==> src/rtl/cnn_conv2_pkg.sv <==
// Shared widths, constants and FSM encoding for the conv2 accumulate/requantise stage.
package cnn_conv2_pkg;

  localparam int PROD_W     = 23;
  localparam int BIAS_W     = 23;
  localparam int ACC_W      = 32;
  localparam int OUT_W      = 9;
  localparam int KERNEL_LEN = 150;
  localparam int SHIFT      = 13;

  // A single-beat kernel still needs a one-bit counter.
  function automatic int cnt_width(input int n);
    return (n > 1) ? $clog2(n) : 1;
  endfunction

  localparam int CNT_W = cnt_width(KERNEL_LEN);

  typedef enum logic [1:0] {
    S_ACC,
    S_RND,
    S_OUT
  } state_e;

endpackage

==> src/rtl/cnn_conv2_acc_requant_if.sv <==
// Product-in / activation-out stream bundle between the conv2 multiplier, accumulator and pooling writer.
interface cnn_conv2_acc_requant_if #(
  parameter int PROD_W = cnn_conv2_pkg::PROD_W,
  parameter int BIAS_W = cnn_conv2_pkg::BIAS_W,
  parameter int OUT_W  = cnn_conv2_pkg::OUT_W
);

  logic signed [PROD_W-1:0] in_data;
  logic                     in_valid;
  logic                     in_ready;
  logic signed [BIAS_W-1:0] bias_in;
  logic signed [OUT_W-1:0]  out_data;
  logic                     out_sat;
  logic                     out_valid;
  logic                     out_ready;

  modport master (
    output in_data, in_valid, bias_in, out_ready,
    input  in_ready, out_data, out_sat, out_valid
  );

  modport slave (
    input  in_data, in_valid, bias_in, out_ready,
    output in_ready, out_data, out_sat, out_valid
  );

endinterface

==> src/rtl/cnn_requant_relu_sat.sv <==
// Combinational ACC_W -> OUT_W requantiser: ReLU, round-half-up right shift, upper saturation.
module cnn_requant_relu_sat #(
  parameter int ACC_W = cnn_conv2_pkg::ACC_W,
  parameter int SHIFT = cnn_conv2_pkg::SHIFT,
  parameter int OUT_W = cnn_conv2_pkg::OUT_W
) (
  input  logic signed [ACC_W-1:0] acc_in,
  output logic signed [OUT_W-1:0] q_out,
  output logic                    sat_out
);

  localparam logic [ACC_W:0] HALF  = (ACC_W + 1)'(1) << (SHIFT - 1);
  localparam logic [ACC_W:0] Q_MAX = (ACC_W + 1)'((1 << (OUT_W - 1)) - 1);

  // One extra bit so the rounding add cannot wrap near the top of the range.
  logic [ACC_W:0] relu_val;
  logic [ACC_W:0] rounded;
  logic [ACC_W:0] shifted;

  // NOTE: every output of a combinational block is assigned on every path so no latch is inferred.
  always_comb begin
    relu_val = acc_in[ACC_W-1] ? '0 : {1'b0, acc_in};
    rounded  = relu_val + HALF;
    shifted  = rounded >> SHIFT;
    if (shifted > Q_MAX) begin
      q_out   = Q_MAX[OUT_W-1:0];
      sat_out = 1'b1;
    end else begin
      q_out   = shifted[OUT_W-1:0];
      sat_out = 1'b0;
    end
  end

endmodule

==> src/rtl/cnn_conv2_acc_requant.sv <==
// Accumulates KERNEL_LEN products plus a channel bias, then requantises one activation per group.
module cnn_conv2_acc_requant #(
  parameter int PROD_W     = cnn_conv2_pkg::PROD_W,
  parameter int BIAS_W     = cnn_conv2_pkg::BIAS_W,
  parameter int ACC_W      = cnn_conv2_pkg::ACC_W,
  parameter int KERNEL_LEN = cnn_conv2_pkg::KERNEL_LEN,
  parameter int SHIFT      = cnn_conv2_pkg::SHIFT,
  parameter int OUT_W      = cnn_conv2_pkg::OUT_W
) (
  input  logic                          ap_clk,
  input  logic                          ap_rst_n,
  cnn_conv2_acc_requant_if.slave        bus,
  output logic                          busy
);

  import cnn_conv2_pkg::state_e;
  import cnn_conv2_pkg::S_ACC;
  import cnn_conv2_pkg::S_RND;
  import cnn_conv2_pkg::S_OUT;
  import cnn_conv2_pkg::cnt_width;

  localparam int              CNT_W = cnt_width(KERNEL_LEN);
  localparam logic [CNT_W-1:0] LAST = CNT_W'(KERNEL_LEN - 1);

  state_e                   state_q, state_d;
  logic [CNT_W-1:0]         cnt_q, cnt_d;
  logic signed [ACC_W-1:0]  acc_q, acc_d;
  logic signed [OUT_W-1:0]  out_data_q, out_data_d;
  logic                     out_sat_q, out_sat_d;
  logic                     out_valid_q, out_valid_d;

  logic signed [PROD_W-1:0] in_data_w;
  logic signed [BIAS_W-1:0] bias_w;
  logic signed [ACC_W-1:0]  prod_ext;
  logic signed [ACC_W-1:0]  bias_ext;
  logic signed [OUT_W-1:0]  rq_data;
  logic                     rq_sat;
  logic                     beat;

  assign in_data_w = bus.in_data;
  assign bias_w    = bus.bias_in;
  assign prod_ext  = ACC_W'(in_data_w);
  assign bias_ext  = ACC_W'(bias_w);

  assign bus.in_ready = (state_q == S_ACC);
  assign beat         = bus.in_valid && bus.in_ready;

  cnn_requant_relu_sat #(
    .ACC_W (ACC_W),
    .SHIFT (SHIFT),
    .OUT_W (OUT_W)
  ) u_requant (
    .acc_in  (acc_q),
    .q_out   (rq_data),
    .sat_out (rq_sat)
  );

  always_comb begin
    state_d     = state_q;
    cnt_d       = cnt_q;
    acc_d       = acc_q;
    out_data_d  = out_data_q;
    out_sat_d   = out_sat_q;
    out_valid_d = out_valid_q;
    unique case (state_q)
      S_ACC: begin
        if (beat) begin
          // The first beat of a group seeds the sum with the bias instead of the stale total.
          acc_d = ((cnt_q == '0) ? bias_ext : acc_q) + prod_ext;
          if (cnt_q == LAST) begin
            cnt_d   = '0;
            state_d = S_RND;
          end else begin
            cnt_d = cnt_q + CNT_W'(1);
          end
        end
      end
      S_RND: begin
        out_data_d  = rq_data;
        out_sat_d   = rq_sat;
        out_valid_d = 1'b1;
        state_d     = S_OUT;
      end
      S_OUT: begin
        if (bus.out_ready) begin
          out_valid_d = 1'b0;
          out_sat_d   = 1'b0;
          state_d     = S_ACC;
        end
      end
      default: state_d = S_ACC;
    endcase
  end

  // NOTE: sequential state uses non-blocking assignments so every flop samples pre-edge values.
  always_ff @(posedge ap_clk) begin
    if (!ap_rst_n) begin
      state_q     <= S_ACC;
      cnt_q       <= '0;
      acc_q       <= '0;
      out_data_q  <= '0;
      out_sat_q   <= 1'b0;
      out_valid_q <= 1'b0;
    end else begin
      state_q     <= state_d;
      cnt_q       <= cnt_d;
      acc_q       <= acc_d;
      out_data_q  <= out_data_d;
      out_sat_q   <= out_sat_d;
      out_valid_q <= out_valid_d;
    end
  end

  assign bus.out_data  = out_data_q;
  assign bus.out_sat   = out_sat_q;
  assign bus.out_valid = out_valid_q;
  assign busy          = (cnt_q != '0) || (state_q != S_ACC);

endmodule

==> src/flat_wrapper.sv <==
// flat-port wrapper written by rule: the top's interface ports become plain ports
module cnn_conv2_acc_requant_flat import cnn_conv2_pkg::state_e; import cnn_conv2_pkg::S_ACC; import cnn_conv2_pkg::S_RND; import cnn_conv2_pkg::S_OUT; import cnn_conv2_pkg::cnt_width;
#(
  parameter int PROD_W     = cnn_conv2_pkg::PROD_W,
  parameter int BIAS_W     = cnn_conv2_pkg::BIAS_W,
  parameter int ACC_W      = cnn_conv2_pkg::ACC_W,
  parameter int KERNEL_LEN = cnn_conv2_pkg::KERNEL_LEN,
  parameter int SHIFT      = cnn_conv2_pkg::SHIFT,
  parameter int OUT_W      = cnn_conv2_pkg::OUT_W
)
  (ap_clk, ap_rst_n, busy, bus_in_data, bus_in_valid, bus_bias_in, bus_out_ready, bus_in_ready, bus_out_data, bus_out_sat, bus_out_valid);
  cnn_conv2_acc_requant_if #(.PROD_W(PROD_W), .BIAS_W(BIAS_W), .OUT_W(OUT_W)) bus_i ();
  input  logic ap_clk;
  input  logic ap_rst_n;
  output logic busy;
  input wire logic [$bits(bus_i.in_data)-1:0] bus_in_data;
  input wire logic [$bits(bus_i.in_valid)-1:0] bus_in_valid;
  input wire logic [$bits(bus_i.bias_in)-1:0] bus_bias_in;
  input wire logic [$bits(bus_i.out_ready)-1:0] bus_out_ready;
  output wire logic [$bits(bus_i.in_ready)-1:0] bus_in_ready;
  output wire logic [$bits(bus_i.out_data)-1:0] bus_out_data;
  output wire logic [$bits(bus_i.out_sat)-1:0] bus_out_sat;
  output wire logic [$bits(bus_i.out_valid)-1:0] bus_out_valid;
  assign bus_i.in_data = bus_in_data;
  assign bus_i.in_valid = bus_in_valid;
  assign bus_i.bias_in = bus_bias_in;
  assign bus_i.out_ready = bus_out_ready;
  assign bus_in_ready = bus_i.in_ready;
  assign bus_out_data = bus_i.out_data;
  assign bus_out_sat = bus_i.out_sat;
  assign bus_out_valid = bus_i.out_valid;
  cnn_conv2_acc_requant #(.PROD_W(PROD_W), .BIAS_W(BIAS_W), .ACC_W(ACC_W), .KERNEL_LEN(KERNEL_LEN), .SHIFT(SHIFT), .OUT_W(OUT_W)) u_core (.ap_clk(ap_clk), .ap_rst_n(ap_rst_n), .bus(bus_i), .busy(busy));
endmodule
==> config.mk <==
export PLATFORM = sky130hd
export DESIGN_NAME = cnn_conv2_acc_requant_flat
export DESIGN_NICKNAME = d
export VERILOG_FILES = /design/src/rtl/cnn_conv2_pkg.sv /design/src/rtl/cnn_conv2_acc_requant_if.sv /design/src/rtl/cnn_requant_relu_sat.sv /design/src/rtl/cnn_conv2_acc_requant.sv /design/src/flat_wrapper.sv
export SDC_FILE = /design/constraint.sdc
export NUM_CORES = 1
export LEC_CHECK = 0
export BUFFER_PORTS_ARGS = -buffer_cell sky130_fd_sc_hd__clkbuf_2
export CAP_MARGIN = 20
export CORE_MARGIN = 2
export CORE_UTILIZATION = 25
export CTS_BUF_LIST = sky130_fd_sc_hd__clkbuf_2 sky130_fd_sc_hd__clkbuf_4 sky130_fd_sc_hd__clkbuf_8
export CTS_CLUSTER_SIZE = 40
export DETAILED_ROUTE_END_ITERATION = 10
export PLACE_DENSITY = 0.41
export RECOVER_POWER = 50
export SETUP_SLACK_MARGIN = 0.15
export SLEW_MARGIN = 20
export SYNTH_ARGS = -nofsm -noshare
export SYNTH_HDL_FRONTEND = slang
export SYNTH_SLANG_ARGS = --single-unit
==> constraint.sdc <==
create_clock -name ap_clk -period 4.09 [get_ports ap_clk]
set_input_delay 0.2045 -clock ap_clk [delete_from_list [all_inputs] [get_ports ap_clk]]
set_output_delay 0.2045 -clock ap_clk [all_outputs]
set_load 0.02 [all_outputs]
Word-level counts from Yosys, hierarchy flattened
Index checks and enable logic that the tools add are counted.
Widths: inputs -> output; s select.
- latch bits: 0
- output and inout bits: 13
- RAM bits: 0
- register bits after elaboration: 53
- memories: 0
- memory bits (read-only): 0
- word-level logic and storage cells: 38
- shift-type cells: 0
- reduce and logical (&&, ||, !) cells: 10
- magnitude comparators: 1
- eq/ne operators: 6
- add/subtract/negate cells: 3
- $mul: 0
- divide/modulo/power cells: 0
- muxes and demuxes: 12
- bitwise logic cells: 0
- operators with widths (kind ; count):
    $add 33x13->33 const B ; 1
    $add 32x23->32 ; 1
    $mux 32 ; 1
    $mux 31 ; 1
    $gt 20x8->1 const B ; 1
    $mux 9 ; 1
    $add 8x1->8 const B ; 1
    $eq 8x8->1 const B ; 1
    $logic_not 8->1 ; 1
    $mux 8 ; 1
    $reduce_bool 8->1 ; 1
    $mux 2 ; 3
    $ne 2x2->1 const B ; 3
    $pmux 2 s3 ; 1
    $pmux 1 s2 ; 2
    $reduce_and 2->1 ; 2
    $reduce_bool 2->1 ; 2
    $reduce_and 3->1 ; 1
    $eq 2x1->1 const B ; 1
    $eq 2x2->1 const B ; 1
    $logic_not 2->1 ; 1
    $mux 1 ; 2
    $logic_and 1x1->1 ; 1
    $logic_or 1x1->1 ; 1

Depth between registers and ports, before layout
- depth after elaboration: 5
- mapped depth: 17
- depth with buffers taken out: 16

By module
A second synthesis with hierarchy kept.
- cell total of the unflattened synthesis: 621
- area total of the unflattened synthesis: 4893.4 µm²
- modules (own cells, without submodules) (module ; cells an instance ; area an instance (µm²) ; instances ; seq. area each (µm²)):
    cnn_conv2_acc_requant ; 525 ; 4246.6 ; 1 ; 1061.0
    cnn_requant_relu_sat ; 96 ; 646.9 ; 1 ; 0.0

Worst setup path before layout
OpenSTA, ideal clock, no wires.
- path kind: flip-flop to flip-flop
- start: register u_core.cnt_q[0]
- end: register u_core.acc_q[26]
- path buffers: 1
- clock period less this slack: 3.949 ns
- slack: 0.141 ns
- stages on the path, launching flop included: 18
- library setup time: 0.063 ns
- data arrival time: 3.886 ns
- cell sequence: dfxtp_1 > inv_1 > ha_1 > nor4b_1 > nand2_1 > clkbuf_1 > mux2_2 > ha_1 > inv_1 > fa_1 > nor2b_1 > o2111ai_1 > a21oi_1 > o2111ai_1 > a211oi_1 > a31oi_1 > or4_1 > nand3_1
- word-level cells in the longest chain between the ends: 3
- ends and longest elaborated chain (what ; line ; RTL):
    from (decl) ; cnn_conv2_acc_requant.sv:26 ; logic [CNT_W-1:0] cnt_q, cnt_d;
    from (signal assigned) ; cnn_conv2_acc_requant.sv:106 ; cnt_q <= cnt_d;
    $logic_not 8->1 ; cnn_conv2_acc_requant.sv:69 ; acc_d = ((cnt_q == '0) ? bias_ext : acc_q) + prod_ext;
    $mux 32 ; cnn_conv2_acc_requant.sv:69 ;
    $add 32x23->32 ; cnn_conv2_acc_requant.sv:69 ;
    to (signal assigned) ; cnn_conv2_acc_requant.sv:100 ; acc_q <= '0;
    to (signal assigned) ; cnn_conv2_acc_requant.sv:107 ; acc_q <= acc_d;
    to (decl) ; cnn_conv2_acc_requant.sv:27 ; logic signed [ACC_W-1:0] acc_q, acc_d;
No other way between the ends.
A chain may end at the register's enable or synchronous reset.

Worst setup path in the final report
- start: register u_core.cnt_q[1]
- end: register u_core.acc_q[26]
The elaborated chain is that of the path after synthesis.

==> reports/qor.log <==
[timing] count of endpoints failing setup in the final report 0
[logic_synthesis] Netlist Area Pre-Place 4450 sq um
[setup_path] type of destination of the critical path register
[finish] NumNets Final 733
[setup_path] cell family with the largest share of critical-path delay simple AND/OR/NAND/NOR gates
[drt] count of routing violations after the opening detailed-route iteration 162
[finish] combined flip-flop and latch cell area 1060 sq um
[floorplan] total core area 17400 sq um
[timing] unrepaired setup endpoints after global routing true
[pwr] fraction of power consumed by the clock network 16.8%
[finish] final cell count without fillers 868
[drt] wire length reported by the detailed router 13700 microns
[cts] H-tree levels 2
[drt] DR vias 4393
[global_routing] via count of the first global-routing pass 4351
[cts] clock tree from TritonCTS done
[timing] Max Freq 270 MHz
[timing] number of hold violations in the final report 0
[logic_synthesis] share of async-settable or async-resettable flops after synthesis 0%
[cts] clk_lat worst skew 330 ps
[cts] deepest clock path buffer count 2
[timing] pins over their slew limit 0
[pwr] switching portion of total power 41.4%
[floorplan] Row Count 48
[pwr] internal power of the cells 1.08 mW
[drt] vias per cell 5.06
[pwr] switching power summed over all nets 764 uW
[global_routing] aggregate global routing overflow 0
[setup_path] count of buffer and inverter cells on the critical path 2
[pwr] post-layout total power 1.85 mW
[setup_path] Data required, critical path 4370 ps
[place] DPL Wire Length 10500 microns
[logic_synthesis] synthesized instance count 576
[floorplan] die height 137 microns
[global_routing] largest net degree at the start of global routing 42
[floorplan] starting utilization of the core area 25.7%
[drt] count of nets left with antenna violations after detail routing 0
[outcome] result of the run finished, final reports clean
[setup_path] list of cells traversed by the critical path inv_1 -> ha_1 -> nor4b_4 -> nand2_1 -> mux2_2 -> ha_1 -> inv_1 -> fa_1 -> nor2b_2 -> o2111ai_2 -> a21oi_2 -> o2111ai_2 -> a211oi_4 -> a31oi_4 -> or4_1 -> nand3_1
[global_routing] global-route wire length before repair 22200 microns
[drt] final routed wire length divided by cell count 15.7 microns
[finish] fraction of layout cells with a size suffix above 1 18.2%
[setup_path] worst-path maximum fanout 8
[logic_synthesis] number of enable flip-flop cells after synthesis 0
[finish] Area growth syn-to-layout 17.9%
[logic_synthesis] Distinct cells, synth 57
[finish] total inserted antenna cells 0
[place] Post-Place Cells 859
[setup_path] arrival time at the worst endpoint 3980 ps
[logic_synthesis] sequential area share after synthesis 23.8%
[cts] clock root buffer clkbuf_8
[timing] final clock skew 10.1 ps
[timing] worst rel slew slack 39.8%
[pwr] portion of total power attributed to sequential cells 34.9%
[timing] minimum period implied by the final worst setup slack 3700 ps
[timing] summed negative setup slack over all endpoints 0 ps
[finish] FILL cells 1899
[finish] multi-input logic area 3330 sq um
[setup_path] Slowest cell on crit path or4_1
[run] max-capacitance violation count 0
[drt] DRT Pass-1 Iters 4
[place] Port Buffer Count 62
[timing] Least-Margin Pin Slew 894 ps
[timing] ratio of final minimum period to clock period 90.5%
[pwr] total power density per cell area 352 nW/um^2
[cts] count of clock tree sinks 53
[floorplan] Die Width 137 microns
[drt] DRC violations left 0
[setup_path] crit start category register
[global_routing] initial antenna violation count 0
[cts] TritonCTS Buffers 5
[floorplan] die footprint 18900 sq um
[setup_path] R2R Setup Slk 390 ps
[cts] clock transition at the registers of the reported paths 110 ps
[logic_synthesis] synthesized netlist net count 665
[logic_synthesis] Syn Area/Cell 7.73 sq um
[pwr] share of power burned in combinational logic 48.3%
[pwr] Static Leak 2.16 nW
[hold_path] class of the worst hold path in2reg
[place] final weighted congestion of routability-driven global placement 0.843
[logic_synthesis] flops & latches, synth 53
[setup_path] critical path's largest stage delay 490 ps
[pwr] Worst IR Drop VDD 0.000138 V
[logic_synthesis] commonest register cell after synthesis dfxtp_1
[floorplan] count of boundary I/O pins 63
[global_routing] GRT Util Overall 15.0%
[setup_path] type of the worst setup path reg2reg
[logic_synthesis] count of yosys warnings during synthesis 0
-- worst reg2reg max path: cells and delay by family (launching register included) --
| family | cells | cell delay (ps) |
|---|---|---|
| adder cells (fa/ha/maj) | 3 | 760 |
| flip-flops | 1 | 320 |
| multiplexers | 1 | 270 |
| AO/OA/AOI/OAI | 5 | 1020 |
| buffers and inverters | 2 | 140 |
| AND/OR/NAND/NOR | 5 | 1120 |
-- flip-flops by register name, summed over array words and instances (netlist names) --
signal and count:
u_core.bus.out_valid 1, u_core.bus.out_sat 1, u_core.acc_q 32, u_core.state_q 2, u_core.cnt_q 8, u_core.bus.out_data 9
-- Yosys cell counts, drive strengths merged (3+ instances only) --
cell      n  share of area [%]
nand2    66                5.6
dfxtp    53                 24
a21oi    51                6.0
nor2     47                4.3
ha       38                 11
nand3    33                3.8
o21ai    28                3.1
mux2     23                5.8
a21o     20                3.4
clkbuf   19                1.6
xnor2    18                3.5
xor2     16                3.1
nand4    15                2.1
nor3     14                1.6
a211oi   13                2.2
inv      12                1.0
nor2b    11                1.5
or3      10                1.4
and3      9                1.3
a31oi     7               0.98
or4       7                1.3
o211ai    6                1.0
o21a      6                1.0
buf       5               0.45
o21bai    5               0.84
nor4      4               0.56
and2      3               0.42
and4      3               0.59
nand2b    3               0.42
o2111ai   3               0.59
o31ai     3               0.81
-- layout make-up --
| class | instances | area share, % |
|---|---|---|
| well taps | 225 | 5.36 |
| flip-flops and latches | 53 | 20.2 |
| inverters | 13 | 0.929 |
| clock buffers | 5 | 1.31 |
| repair buffers | 85 | 8.81 |
| clock inverters | 1 | 0.0953 |
| multi-input cells | 486 | 63.3 |
-- timing repair --
action	CTS	global route
hold endpoints to repair	0	0
resized for setup	3	11
hold buffers	0	0
cloned	0	0
endpoints found under the setup margin	4	10
setup buffers	2	1
pin swaps	1	2
-- power groups by stage --
stage               combinational (mW)  clock, mW  sequential (mW)
finish                           0.893      0.310            0.644
global route                      1.01      0.342            0.656
CTS                              0.878      0.330            0.644
detailed placement               0.865          0            0.656
global placement                 0.866          0            0.655
floorplan                        0.642          0            0.632
-- per-layer routing --
metal | track usage (%) | vias up | wire (microns)
li1 | - | 2252 | -
met1 | 19.9 | 2057 | 6560
met2 | 24.9 | 77 | 6420
met3 | 2.50 | 7 | 557
met4 | 3.95 | 0 | 119
met5 | 0 | - | 0
-- through the flow --
stage          area [sq um]  setup slack, ps  util (%)  hold slack [ps]
3_3_place_gp           5110              160      29.4              439
3_5_place_dp           5110             36.6      29.4              444
6_report               5250              390      30.3              180
5_1_grt                5250             58.5      30.3              187
4_1_cts                5220              248      30.0              163
2_1_floorplan          4460              245         -              395
-- worst paths after layout --
check	from	endpoint	cells past startpoint
max	u_core.cnt_q[1]	u_core.acc_q[26]	16
min	bus_out_ready	u_core.bus.out_valid	4
max reg2reg	u_core.cnt_q[1]	u_core.acc_q[26]	16
min reg2reg	u_core.acc_q[4]	u_core.acc_q[4]	2
-- placed cells by master, fill, tap and decap left out, types with 4 or more instances in the layout --
cell type | netlist | final
clkbuf_2 | 0 | 49
a31oi_1 | 7 | 5
ha_1 | 38 | 38
inv_1 | 12 | 12
a21oi_1 | 50 | 49
nand2_1 | 66 | 66
a21o_1 | 20 | 20
nand4_1 | 15 | 15
nor2b_1 | 11 | 10
nor4_1 | 4 | 4
o211ai_1 | 6 | 6
o21a_1 | 6 | 6
dfxtp_1 | 53 | 53
nand3_1 | 32 | 32
clkbuf_1 | 19 | 14
o21ai_0 | 27 | 28
and3_1 | 9 | 9
or3_1 | 10 | 10
nor3_1 | 14 | 14
or4_1 | 6 | 6
xor2_1 | 16 | 16
buf_4 | 0 | 22
xnor2_1 | 18 | 18
nor2_1 | 45 | 45
clkbuf_8 | 0 | 5
a211oi_1 | 13 | 11
o21bai_1 | 5 | 5
mux2_2 | 23 | 23
-- logic make-up (layout without fill, tap and decap cells) --
logic type               after synthesis  count (layout)  synth area share (%)
flip-flops                            53              53                  23.8
AND/OR/NAND/NOR                      233             233                  26.4
XOR/XNOR                              34              34                  6.69
multiplexers                          25              25                  6.26
buffers and inverters                 37             104                  3.15
AO/OA/AOI/OAI                        155             155                  22.6
adder cells (fa/ha/maj)               39              39                  11.1
No activity file was read; power rests on OpenSTA's default activity.
